### src/rtl/lsu_mem_sequencer_pkg.sv
// Shared types and sizes for the LSU load/store sequencer.
package lsu_pkg;
  localparam int NUM_LANES  = 8;
  localparam int DATA_WIDTH = 16;
  localparam int ADDR_WIDTH = 8;
  localparam int LANE_IDX_W = $clog2(NUM_LANES);

  typedef logic [NUM_LANES-1:0]                 lane_mask_t;
  typedef logic [LANE_IDX_W-1:0]                lane_idx_t;
  typedef logic [NUM_LANES-1:0][ADDR_WIDTH-1:0] lane_addr_vec_t;
  typedef logic [NUM_LANES-1:0][DATA_WIDTH-1:0] lane_data_vec_t;

  typedef enum logic [1:0] {
    IDLE     = 2'd0,
    ISSUE    = 2'd1,
    WAIT_RSP = 2'd2,
    DONE     = 2'd3
  } lsu_seq_state_t;
endpackage

### src/rtl/lsu_mem_sequencer_if.sv
// Request, data-memory and completion signals of the LSU sequencer.
// master = the sequencer, slave = the AGU / memory / writeback side.
interface lsu_mem_sequencer_if #(
  parameter int DATA_WIDTH = lsu_pkg::DATA_WIDTH,
  parameter int ADDR_WIDTH = lsu_pkg::ADDR_WIDTH,
  parameter int NUM_LANES  = lsu_pkg::NUM_LANES
);
  logic                                 req_valid;
  logic                                 req_ready;
  logic                                 req_is_store;
  logic [1:0]                           req_warp;
  logic [NUM_LANES-1:0]                 req_mask;
  logic [NUM_LANES-1:0][ADDR_WIDTH-1:0] req_addr;
  logic [NUM_LANES-1:0][DATA_WIDTH-1:0] req_wdata;

  logic                                 mem_req_valid;
  logic                                 mem_req_ready;
  logic                                 mem_we;
  logic [ADDR_WIDTH-1:0]                mem_addr;
  logic [DATA_WIDTH-1:0]                mem_wdata;
  logic                                 mem_rsp_valid;
  logic [DATA_WIDTH-1:0]                mem_rdata;

  logic                                 done_valid;
  logic                                 done_ready;
  logic [1:0]                           done_warp;
  logic [NUM_LANES-1:0]                 done_mask;
  logic [NUM_LANES-1:0][DATA_WIDTH-1:0] done_data;

  modport master (
    input  req_valid, req_is_store, req_warp, req_mask, req_addr, req_wdata,
    output req_ready,
    output mem_req_valid, mem_we, mem_addr, mem_wdata,
    input  mem_req_ready, mem_rsp_valid, mem_rdata,
    output done_valid, done_warp, done_mask, done_data,
    input  done_ready
  );

  modport slave (
    output req_valid, req_is_store, req_warp, req_mask, req_addr, req_wdata,
    input  req_ready,
    input  mem_req_valid, mem_we, mem_addr, mem_wdata,
    output mem_req_ready, mem_rsp_valid, mem_rdata,
    input  done_valid, done_warp, done_mask, done_data,
    output done_ready
  );
endinterface

### src/rtl/lsu_mem_sequencer_lane_select.sv
// Priority encoder: lowest pending lane and an any-pending flag.
module lane_select
  import lsu_pkg::*;
(
  input  lane_mask_t pending,
  output lane_idx_t  ptr,
  output logic       any_pending
);
  always_comb begin
    ptr         = '0;
    any_pending = 1'b0;
    // Walk downwards so the lowest set bit is the last one written.
    for (int i = NUM_LANES - 1; i >= 0; i--) begin
      if (pending[i]) begin
        ptr         = lane_idx_t'(i);
        any_pending = 1'b1;
      end
    end
  end
endmodule

### src/rtl/lsu_mem_sequencer.sv
// LSU sequencer: serialises a warp-wide load/store onto one memory port, gathers loads.
// Optional LSU_COALESCE_EN: a load lane repeating the last responded address reuses its data.
module lsu_mem_sequencer #(
  parameter int DATA_WIDTH = lsu_pkg::DATA_WIDTH,
  parameter int ADDR_WIDTH = lsu_pkg::ADDR_WIDTH,
  parameter int NUM_LANES  = lsu_pkg::NUM_LANES
) (
  input  logic                clk,
  input  logic                reset,
  lsu_mem_sequencer_if.master bus
);
  import lsu_pkg::*;

  // state    | meaning
  // IDLE     | req_ready high, waiting for an instruction
  // ISSUE    | presenting the lowest pending lane to memory
  // WAIT_RSP | load accepted, waiting for its read data
  // DONE     | completion offered until done_ready
  lsu_seq_state_t                       state;
  logic                                 is_store;
  logic [1:0]                           warp;
  lane_mask_t                           mask;
  lane_mask_t                           pending;
  lane_mask_t                           ptr_bit;
  lane_mask_t                           pending_next;
  logic [NUM_LANES-1:0][ADDR_WIDTH-1:0] addr_q;
  logic [NUM_LANES-1:0][DATA_WIDTH-1:0] wdata_q;
  logic [NUM_LANES-1:0][DATA_WIDTH-1:0] data_q;
  logic                                 req_ready_q;
  logic                                 done_valid_q;
  logic                                 any_pending;
  logic                                 last_lane;
  lane_idx_t                            ptr;

  lane_select u_lane_select (
    .pending     (pending),
    .ptr         (ptr),
    .any_pending (any_pending)
  );

  assign ptr_bit      = lane_mask_t'(1) << ptr;
  assign pending_next = pending & ~ptr_bit;
  assign last_lane    = (pending_next == '0);

`ifdef LSU_COALESCE_EN
  logic [ADDR_WIDTH-1:0] last_addr;
  logic [DATA_WIDTH-1:0] last_data;
  logic                  last_hit;
  logic                  coal_hit;

  assign coal_hit          = (state == ISSUE) && !is_store && last_hit && (addr_q[ptr] == last_addr);
  assign bus.mem_req_valid = (state == ISSUE) && any_pending && !coal_hit;
`else
  assign bus.mem_req_valid = (state == ISSUE) && any_pending;
`endif

  assign bus.req_ready  = req_ready_q;
  assign bus.done_valid = done_valid_q;
  assign bus.mem_we     = is_store;
  assign bus.mem_addr   = addr_q[ptr];
  assign bus.mem_wdata  = wdata_q[ptr];
  assign bus.done_warp  = warp;
  assign bus.done_mask  = mask;
  assign bus.done_data  = data_q;

  always_ff @(posedge clk or negedge reset) begin
    if (!reset) begin
      state        <= IDLE;
      is_store     <= 1'b0;
      warp         <= '0;
      mask         <= '0;
      pending      <= '0;
      addr_q       <= '0;
      wdata_q      <= '0;
      data_q       <= '0;
      req_ready_q  <= 1'b1;
      done_valid_q <= 1'b0;
`ifdef LSU_COALESCE_EN
      last_addr    <= '0;
      last_data    <= '0;
      last_hit     <= 1'b0;
`endif
    end else begin
      case (state)
        IDLE: begin
          if (bus.req_valid) begin
            is_store    <= bus.req_is_store;
            warp        <= bus.req_warp;
            mask        <= bus.req_mask;
            pending     <= bus.req_mask;
            addr_q      <= bus.req_addr;
            wdata_q     <= bus.req_wdata;
            data_q      <= '0;
            req_ready_q <= 1'b0;
`ifdef LSU_COALESCE_EN
            last_hit    <= 1'b0;
`endif
            if (bus.req_mask == '0) begin
              state        <= DONE;
              done_valid_q <= 1'b1;
            end else begin
              state <= ISSUE;
            end
          end
        end
        ISSUE: begin
`ifdef LSU_COALESCE_EN
          if (coal_hit) begin
            data_q[ptr] <= last_data;
            pending     <= pending_next;
            if (last_lane) begin
              state        <= DONE;
              done_valid_q <= 1'b1;
            end
          end else
`endif
          if (bus.mem_req_ready) begin
`ifdef LSU_COALESCE_EN
            last_hit <= 1'b0;
`endif
            if (is_store) begin
              pending <= pending_next;
              if (last_lane) begin
                state        <= DONE;
                done_valid_q <= 1'b1;
              end
            end else begin
              state <= WAIT_RSP;
            end
          end
        end
        WAIT_RSP: begin
          if (bus.mem_rsp_valid) begin
            data_q[ptr] <= bus.mem_rdata;
            pending     <= pending_next;
`ifdef LSU_COALESCE_EN
            last_addr   <= addr_q[ptr];
            last_data   <= bus.mem_rdata;
            last_hit    <= 1'b1;
`endif
            if (last_lane) begin
              state        <= DONE;
              done_valid_q <= 1'b1;
            end else begin
              state <= ISSUE;
            end
          end
        end
        DONE: begin
          if (bus.done_ready) begin
            state        <= IDLE;
            data_q       <= '0;
            done_valid_q <= 1'b0;
            req_ready_q  <= 1'b1;
          end
        end
        default: state <= IDLE;
      endcase
    end
  end
endmodule

### src/flat_wrapper.sv
// flat-port wrapper written by rule: the top's interface ports become plain ports
module lsu_mem_sequencer_flat import lsu_pkg::*;
#(
  parameter int DATA_WIDTH = lsu_pkg::DATA_WIDTH,
  parameter int ADDR_WIDTH = lsu_pkg::ADDR_WIDTH,
  parameter int NUM_LANES  = lsu_pkg::NUM_LANES
)
  (clk, reset, bus_req_valid, bus_req_is_store, bus_req_warp, bus_req_mask, bus_req_addr, bus_req_wdata, bus_req_ready, bus_mem_req_valid, bus_mem_we, bus_mem_addr, bus_mem_wdata, bus_mem_req_ready, bus_mem_rsp_valid, bus_mem_rdata, bus_done_valid, bus_done_warp, bus_done_mask, bus_done_data, bus_done_ready);
  lsu_mem_sequencer_if #(.DATA_WIDTH(DATA_WIDTH), .ADDR_WIDTH(ADDR_WIDTH), .NUM_LANES(NUM_LANES)) bus_i ();
  input  logic clk;
  input  logic reset;
  input wire logic [$bits(bus_i.req_valid)-1:0] bus_req_valid;
  input wire logic [$bits(bus_i.req_is_store)-1:0] bus_req_is_store;
  input wire logic [$bits(bus_i.req_warp)-1:0] bus_req_warp;
  input wire logic [$bits(bus_i.req_mask)-1:0] bus_req_mask;
  input wire logic [$bits(bus_i.req_addr)-1:0] bus_req_addr;
  input wire logic [$bits(bus_i.req_wdata)-1:0] bus_req_wdata;
  output wire logic [$bits(bus_i.req_ready)-1:0] bus_req_ready;
  output wire logic [$bits(bus_i.mem_req_valid)-1:0] bus_mem_req_valid;
  output wire logic [$bits(bus_i.mem_we)-1:0] bus_mem_we;
  output wire logic [$bits(bus_i.mem_addr)-1:0] bus_mem_addr;
  output wire logic [$bits(bus_i.mem_wdata)-1:0] bus_mem_wdata;
  input wire logic [$bits(bus_i.mem_req_ready)-1:0] bus_mem_req_ready;
  input wire logic [$bits(bus_i.mem_rsp_valid)-1:0] bus_mem_rsp_valid;
  input wire logic [$bits(bus_i.mem_rdata)-1:0] bus_mem_rdata;
  output wire logic [$bits(bus_i.done_valid)-1:0] bus_done_valid;
  output wire logic [$bits(bus_i.done_warp)-1:0] bus_done_warp;
  output wire logic [$bits(bus_i.done_mask)-1:0] bus_done_mask;
  output wire logic [$bits(bus_i.done_data)-1:0] bus_done_data;
  input wire logic [$bits(bus_i.done_ready)-1:0] bus_done_ready;
  assign bus_i.req_valid = bus_req_valid;
  assign bus_i.req_is_store = bus_req_is_store;
  assign bus_i.req_warp = bus_req_warp;
  assign bus_i.req_mask = bus_req_mask;
  assign bus_i.req_addr = bus_req_addr;
  assign bus_i.req_wdata = bus_req_wdata;
  assign bus_req_ready = bus_i.req_ready;
  assign bus_mem_req_valid = bus_i.mem_req_valid;
  assign bus_mem_we = bus_i.mem_we;
  assign bus_mem_addr = bus_i.mem_addr;
  assign bus_mem_wdata = bus_i.mem_wdata;
  assign bus_i.mem_req_ready = bus_mem_req_ready;
  assign bus_i.mem_rsp_valid = bus_mem_rsp_valid;
  assign bus_i.mem_rdata = bus_mem_rdata;
  assign bus_done_valid = bus_i.done_valid;
  assign bus_done_warp = bus_i.done_warp;
  assign bus_done_mask = bus_i.done_mask;
  assign bus_done_data = bus_i.done_data;
  assign bus_i.done_ready = bus_done_ready;
  lsu_mem_sequencer #(.DATA_WIDTH(DATA_WIDTH), .ADDR_WIDTH(ADDR_WIDTH), .NUM_LANES(NUM_LANES)) u_core (.clk(clk), .reset(reset), .bus(bus_i));
endmodule
### config.mk
export PLATFORM = sky130hd
export DESIGN_NAME = lsu_mem_sequencer_flat
export DESIGN_NICKNAME = d
export VERILOG_FILES = /design/src/rtl/lsu_mem_sequencer_pkg.sv /design/src/rtl/lsu_mem_sequencer_if.sv /design/src/rtl/lsu_mem_sequencer_lane_select.sv /design/src/rtl/lsu_mem_sequencer.sv /design/src/flat_wrapper.sv
export SDC_FILE = /design/constraint.sdc
export NUM_CORES = 1
export LEC_CHECK = 0
export CORE_AREA = 2 2 178 180
export CTS_CLUSTER_SIZE = 25
export DETAILED_ROUTE_END_ITERATION = 7
export DIE_AREA = 0 0 180 182
export PLACE_DENSITY_LB_ADDON = 0.3
export SLEW_MARGIN = 20
export SYNTH_ARGS = -nofsm -noshare
export SYNTH_HDL_FRONTEND = slang
export SYNTH_SLANG_ARGS = --single-unit
### constraint.sdc
create_clock -name clk -period 6.11 [get_ports clk]
set_input_delay 1.222 -clock clk [delete_from_list [all_inputs] [get_ports clk]]
set_output_delay 1.222 -clock clk [all_outputs]
set_load 0.02 [all_outputs]
; ---- Word level (Yosys, flattened, before mapping)
; Index checks and enable logic that the tools add are counted.
[word_totals]
out_inout_bits = 166
regBits = 343
in_bits = 225
wordCells = 112
[classes]
shifts = 1
n_eq_ne = 10
muxes = 52
reduce_logical = 14
bitwise_logic = 2
n_lt_le_gt_ge = 2
[op_table]
columns = operator, n
row1 = $mux W128, 3
row2 = $pmux W128 S3, 1
row3 = $bwmux W128, 1
row4 = $bmux W16 S3, 1
row5 = $demux W16 S3, 1
row6 = $mux W8, 5
row7 = $mux W16, 2
row8 = $bmux W8 S3, 1
row9 = $mux W3, 8
row10 = $pmux W8 S3, 1
row11 = $mux W1, 17
row12 = $logic_not A8 Y1, 2
row13 = $mux W2, 8
row14 = $reduce_and A5 Y1, 2
row15 = $and A8 B8 Y8, 1
row16 = $ne A2 B2 Y1 const B, 4
row17 = $not A8 Y8, 1
row18 = $pmux W2 S4, 1
row19 = $shl A1 B3 Y8 const A, 1
row20 = $reduce_and A6 Y1, 1
row21 = $reduce_bool A3 Y1, 2
row22 = $eq A2 B2 Y1 const B, 2
row23 = $lt A3 B4 Y1 const B, 1
row24 = $ne A2 B1 Y1 const B, 2
row25 = other kinds (11), 12

; ---- Logic depth before layout (Yosys ltp)
[logic_depth]
depth_word = 16
depth_mapped = 10

; ---- Hierarchy
; A second synthesis with hierarchy kept.
[hier_totals]
cells_unflattened = 1089
hier_area_um2 = 15874.0
[by_module_without_submodules]
columns = module, seq_area_each_um2, area_each_um2, cells_per_inst, instances
row1 = lsu_mem_sequencer, 8584.5, 15793.9, 1076, 1
row2 = lane_select, 0.0, 80.1, 13, 1

; ---- Least setup slack after synthesis
; Ideal clock, no wire load.
[synth_timing]
path_kind = reg-to-output
from = register u_core.pending[4]
to = output bus_mem_addr[5]
arrival_ns = 2.091
slack_ns = 2.797
path_stages_with_launch = 9
path_cell_list = dfrtp_1 buf_2 nor3_1 a21oi_1 nor2_1 clkbuf_1 clkbuf_1 a221oi_1 nor2_1
[synth_via]
elab_chain_len = 7
[synth_rtl]
columns = item, line_no
row1 = start: declaration, lsu_mem_sequencer.sv:23  ; lane_mask_t pending;
row2 = start signal: assignment, lsu_mem_sequencer.sv:90  ; pending <= bus.req_mask;
row3 = start signal: assignment, lsu_mem_sequencer.sv:122  ; pending <= pending_next;
row4 = start signal: assignment, lsu_mem_sequencer.sv:135  ; pending <= pending_next;
row5 = $mux W3 (5 in series), lsu_mem_sequencer_lane_select.sv:14  ; if (pending[i]) begin
row6 = $bmux W8 S3, lsu_mem_sequencer.sv:60  ; assign bus.mem_addr = addr_q[ptr];
row7 = $mux W8 (not written as such), lsu_mem_sequencer.sv:60
row8 = end: declaration, flat_wrapper.sv:21  ; output wire logic [$bits(bus_i.mem_addr)-1:0] bus_mem_addr;
; No other way between the ends. The select of a mux whose other input is x is not followed.

; ---- Final worst setup path
[layout_timing]
from = register u_core.pending[0]
to = output bus_mem_addr[5]
[layout_via]
elab_chain_len = 3
[layout_rtl]
columns = item, line_no
row1 = $mux W3, lsu_mem_sequencer_lane_select.sv:14
row2 = $bmux W8 S3, lsu_mem_sequencer.sv:60
row3 = $mux W8 (not written as such), lsu_mem_sequencer.sv:60
; No other way between the ends. The select of a mux whose other input is x is not followed.

==> flow_summary.json <==
{
  "total_leakage_power_uw": 0.00839,
  "synth_top_area_share_pct": 56.2,
  "min_period_ps": 5360,
  "p_total_uw": 10900,
  "placed_cells_incl_taps": 1985,
  "final_cell_mix": "sky130_fd_sc_hd__clkdlybuf4s50_1 (389), sky130_fd_sc_hd__dfrtp_1 (341), sky130_fd_sc_hd__mux2_2 (203)",
  "placement.cell_area_um2": 19400,
  "design.die.area_um2": 32800,
  "place_hpwl_mm": 32.3,
  "cts.sink_count": 343,
  "status": "finished, final reports clean",
  "initial_cell_density_of_the_core_pct": 49.2,
  "report.final.slew_viol_count": 0,
  "cts_inserted_buffers": 37,
  "cts_hold_buf": 0,
  "detail_route.drc_violations": 0,
  "finalInstanceArea_um2": 20600,
  "power.net_switching_uw": 4230,
  "async_flop_share_pct": 100,
  "total_congestion_overflow": 0,
  "grt_usage_pct": 28.8,
  "antenna_found_initial": 7,
  "totalWireLength_mm": 48.3,
  "grt_pass1_vias": 12400,
  "max_fclk_ghz": 0.187,
  "ys_seq_area_share_pct": 56.3,
  "insertion_delay_ps": 520,
  "cp-end-kind": "output pin",
  "synth_top_flop_cell": "sky130_fd_sc_hd__dfrtp_1",
  "layout.cells.most_common": "sky130_fd_sc_hd__clkdlybuf4s50_1",
  "finalClockSkew_ps": 17.2,
  "postSynthAreaPerCell_um2": 11.8,
  "areal_power_density_over_the_cells_nw_per_um2": 530,
  "critPathMaxFanout": 48,
  "cts_tree": "built",
  "place.gp.congestion": 0.865,
  "routing_usage_on_met1_pct": 38.5,
  "vdd_drop_max_uv": 272,
  "clk_pin_slew_ps": 60,
  "synth_top_area_cell": "sky130_fd_sc_hd__dfrtp_1",
  "grt_most_used_layer": "met2",
  "drive_gt1_share_pct": 18.4,
  "timing_hold_violations_final": 0,
  "die_x_um": 180,
  "die_y_um": 182,
  "clock_tree.root_cell": "sky130_fd_sc_hd__clkbuf_16",
  "layoutNonFillerInstCount": 2055,
  "placeableCoreArea_um2": 31000,
  "yosys_register_bits": 343,
  "grt_pass1_wl_mm": 74.3,
  "use_met3_pct": 7.80,
  "synth_warnings": 0,
  "detail-route-antenna-nets": 0,
  "clkPwrFrac_pct": 20.5,
  "place.port_buffers": 390,
  "tcrit_tclk_final_pct": 87.7,
  "number_of_synthesized_flops_with_an_enable_pin": 0,
  "synth.net_count": 1519,
  "drt_pass1_iterations": 5,
  "swShare_pct": 38.8,
  "maxCapViolCount": 0,
  "routed_wire_length_per_instance_um": 23.5,
  "finalNetCount": 1851,
  "critical_path_class": "flop to output pin",
  "via_per_inst": 6.00,
  "comb_power_share_pct": 45.6,
  "cts_buffer_depth": 3,
  "timing.max_slew.rel_slack_pct": 24.0,
  "max_slew.worst_pin.slew_ps": 1140,
  "largest_net_degree_at_the_start_of_global_routing": 139,
  "setup_violations": 0,
  "synthCells": 1290,
  "cellInternalPower_uw": 6690,
  "num_vias": 12300,
  "timing.critical_path.required_ps": 4890,
  "syn2layout_area_growth_pct": 35.4,
  "ys_top_cells_by_area": "sky130_fd_sc_hd__dfrtp_1 (56%), sky130_fd_sc_hd__mux2_2 (15%), sky130_fd_sc_hd__a22oi_1 (4.8%)",
  "tns_ps": 0,
  "drt_iter0_drc": 1098,
  "worst-endpoint-arrival_ps": 4140,
  "rsz0062_at_grt": "false",
  "floorplan.io_pins": 391,
  "cp-start-kind": "flop",
  "htreeDepth": 2,
  "ctsResizeCount": 0,
  "postCtsSetupBuffers": 0,
  "worst_min_path_class": "flop to flop",
  "p_seq_share_pct": 33.9,
  "layout.filler_cells": 2327,
  "synth.cell_area_um2": 15200,
  "synth.lib_cells_used.distinct": 56,
  "fp-row-count": 65,
  "met2_usage_pct": 45.9
}
cell usage after synthesis (all sizes together), types with 8 or more instances:
cell    number
dfrtp      342
mux2       204
nand2      160
o21ai      101
a22oi       97
clkbuf      86
a221o       47
nor2        42
a22o        39
a21oi       32
buf         30
a221oi      26
o211ai      24
inv          8
nor3         8
metrics by stage:
stage               setup slack (ps)  util (%)  hold WS (ps)
CTS                              800      66.5           507
global placement                1420      62.6           485
detailed placement              1340      62.6           492
global route                     644      66.6           512
floorplan                       2800         -           479
finish                           752      66.6           504
path summary, 6_finish.rpt:
check | startpoint | end | slack, ps | cells past startpoint
setup / recovery | u_core.pending[0]$_DFFE_PN0P_ | bus_mem_addr[5] | 750 | 6
hold / removal | u_core.bus.done_mask[0]$_DFFE_PN0P_ | u_core.bus.done_mask[0]$_DFFE_PN0P_ | 500 | 1
setup reg to reg | u_core.state[0]$_DFFE_PN0P_ | u_core.pending[6]$_DFFE_PN0P_ | 2590 | 8
hold reg to reg | u_core.bus.done_mask[0]$_DFFE_PN0P_ | u_core.bus.done_mask[0]$_DFFE_PN0P_ | 500 | 1
max in group asynchronous | reset | u_core.wdata_q[91]$_DFFE_PN0P_ | 4090 | 2
min in group asynchronous | reset | u_core.wdata_q[104]$_DFFE_PN0P_ | 700 | 1
power by group through the flow:
| stage | clock network [uW] | logic, uW | registers, uW |
|---|---|---|---|
| after floorplan | 0 | 3120 | 3610 |
| after global placement | 0 | 4840 | 3680 |
| after detailed placement | 0 | 4960 | 3720 |
| after CTS | 2270 | 4980 | 3690 |
| after global routing | 2360 | 5330 | 3790 |
| final | 2240 | 4980 | 3710 |
kinds of logic (layout without fill, tap and decap cells):
kind of cell,after synthesis,in the layout,share of synthesized area [%]
fa+ha+maj,4,4,0.328
flops,343,343,56.3
compound gates,382,382,18.3
simple gates,231,231,6.54
mux,205,205,15.1
other cells,0,6,0
buf+inv,125,482,3.34
metal layers:
metal	vias up	routed length, um
met1	6202	19900
li1	5436	-
met2	597	22700
met4	2	1300
met3	85	4360
met5	-	13
layout make-up:
| class | instances | area (um^2) | area share, % |
|---|---|---|---|
| multi-input combinational | 822 | 6190 | 30.0 |
| clock buffer | 58 | 1130 | 5.47 |
| sequential | 343 | 8590 | 41.6 |
| tap | 402 | 503 | 2.44 |
| antenna | 6 | 15.0 | 0.0728 |
| timing repair buffer | 409 | 4090 | 19.8 |
| inverter | 9 | 33.8 | 0.164 |
| clock inverter | 6 | 83.8 | 0.406 |
registers in the layout, summed over array words and instances (netlist names):
register / count
u_core.bus.done_data: 128
u_core.wdata_q: 128
u_core.addr_q: 64
u_core.bus.done_mask: 8
u_core.pending: 8
u_core.bus.done_warp: 2
u_core.state: 2
u_core.bus.done_valid: 1
u_core.bus.mem_we: 1
u_core.bus.req_ready: 1
critical path, stage by stage, from the launching register on:
cell and delay (ps):
sky130_fd_sc_hd__dfrtp_2 720, sky130_fd_sc_hd__nor2_1 520, sky130_fd_sc_hd__and3b_2 1030, sky130_fd_sc_hd__a221o_1 300
sky130_fd_sc_hd__a21oi_1 50, sky130_fd_sc_hd__nor2_1 310, sky130_fd_sc_hd__clkdlybuf4s50_1 670
(Power assumes the default switching activity.)
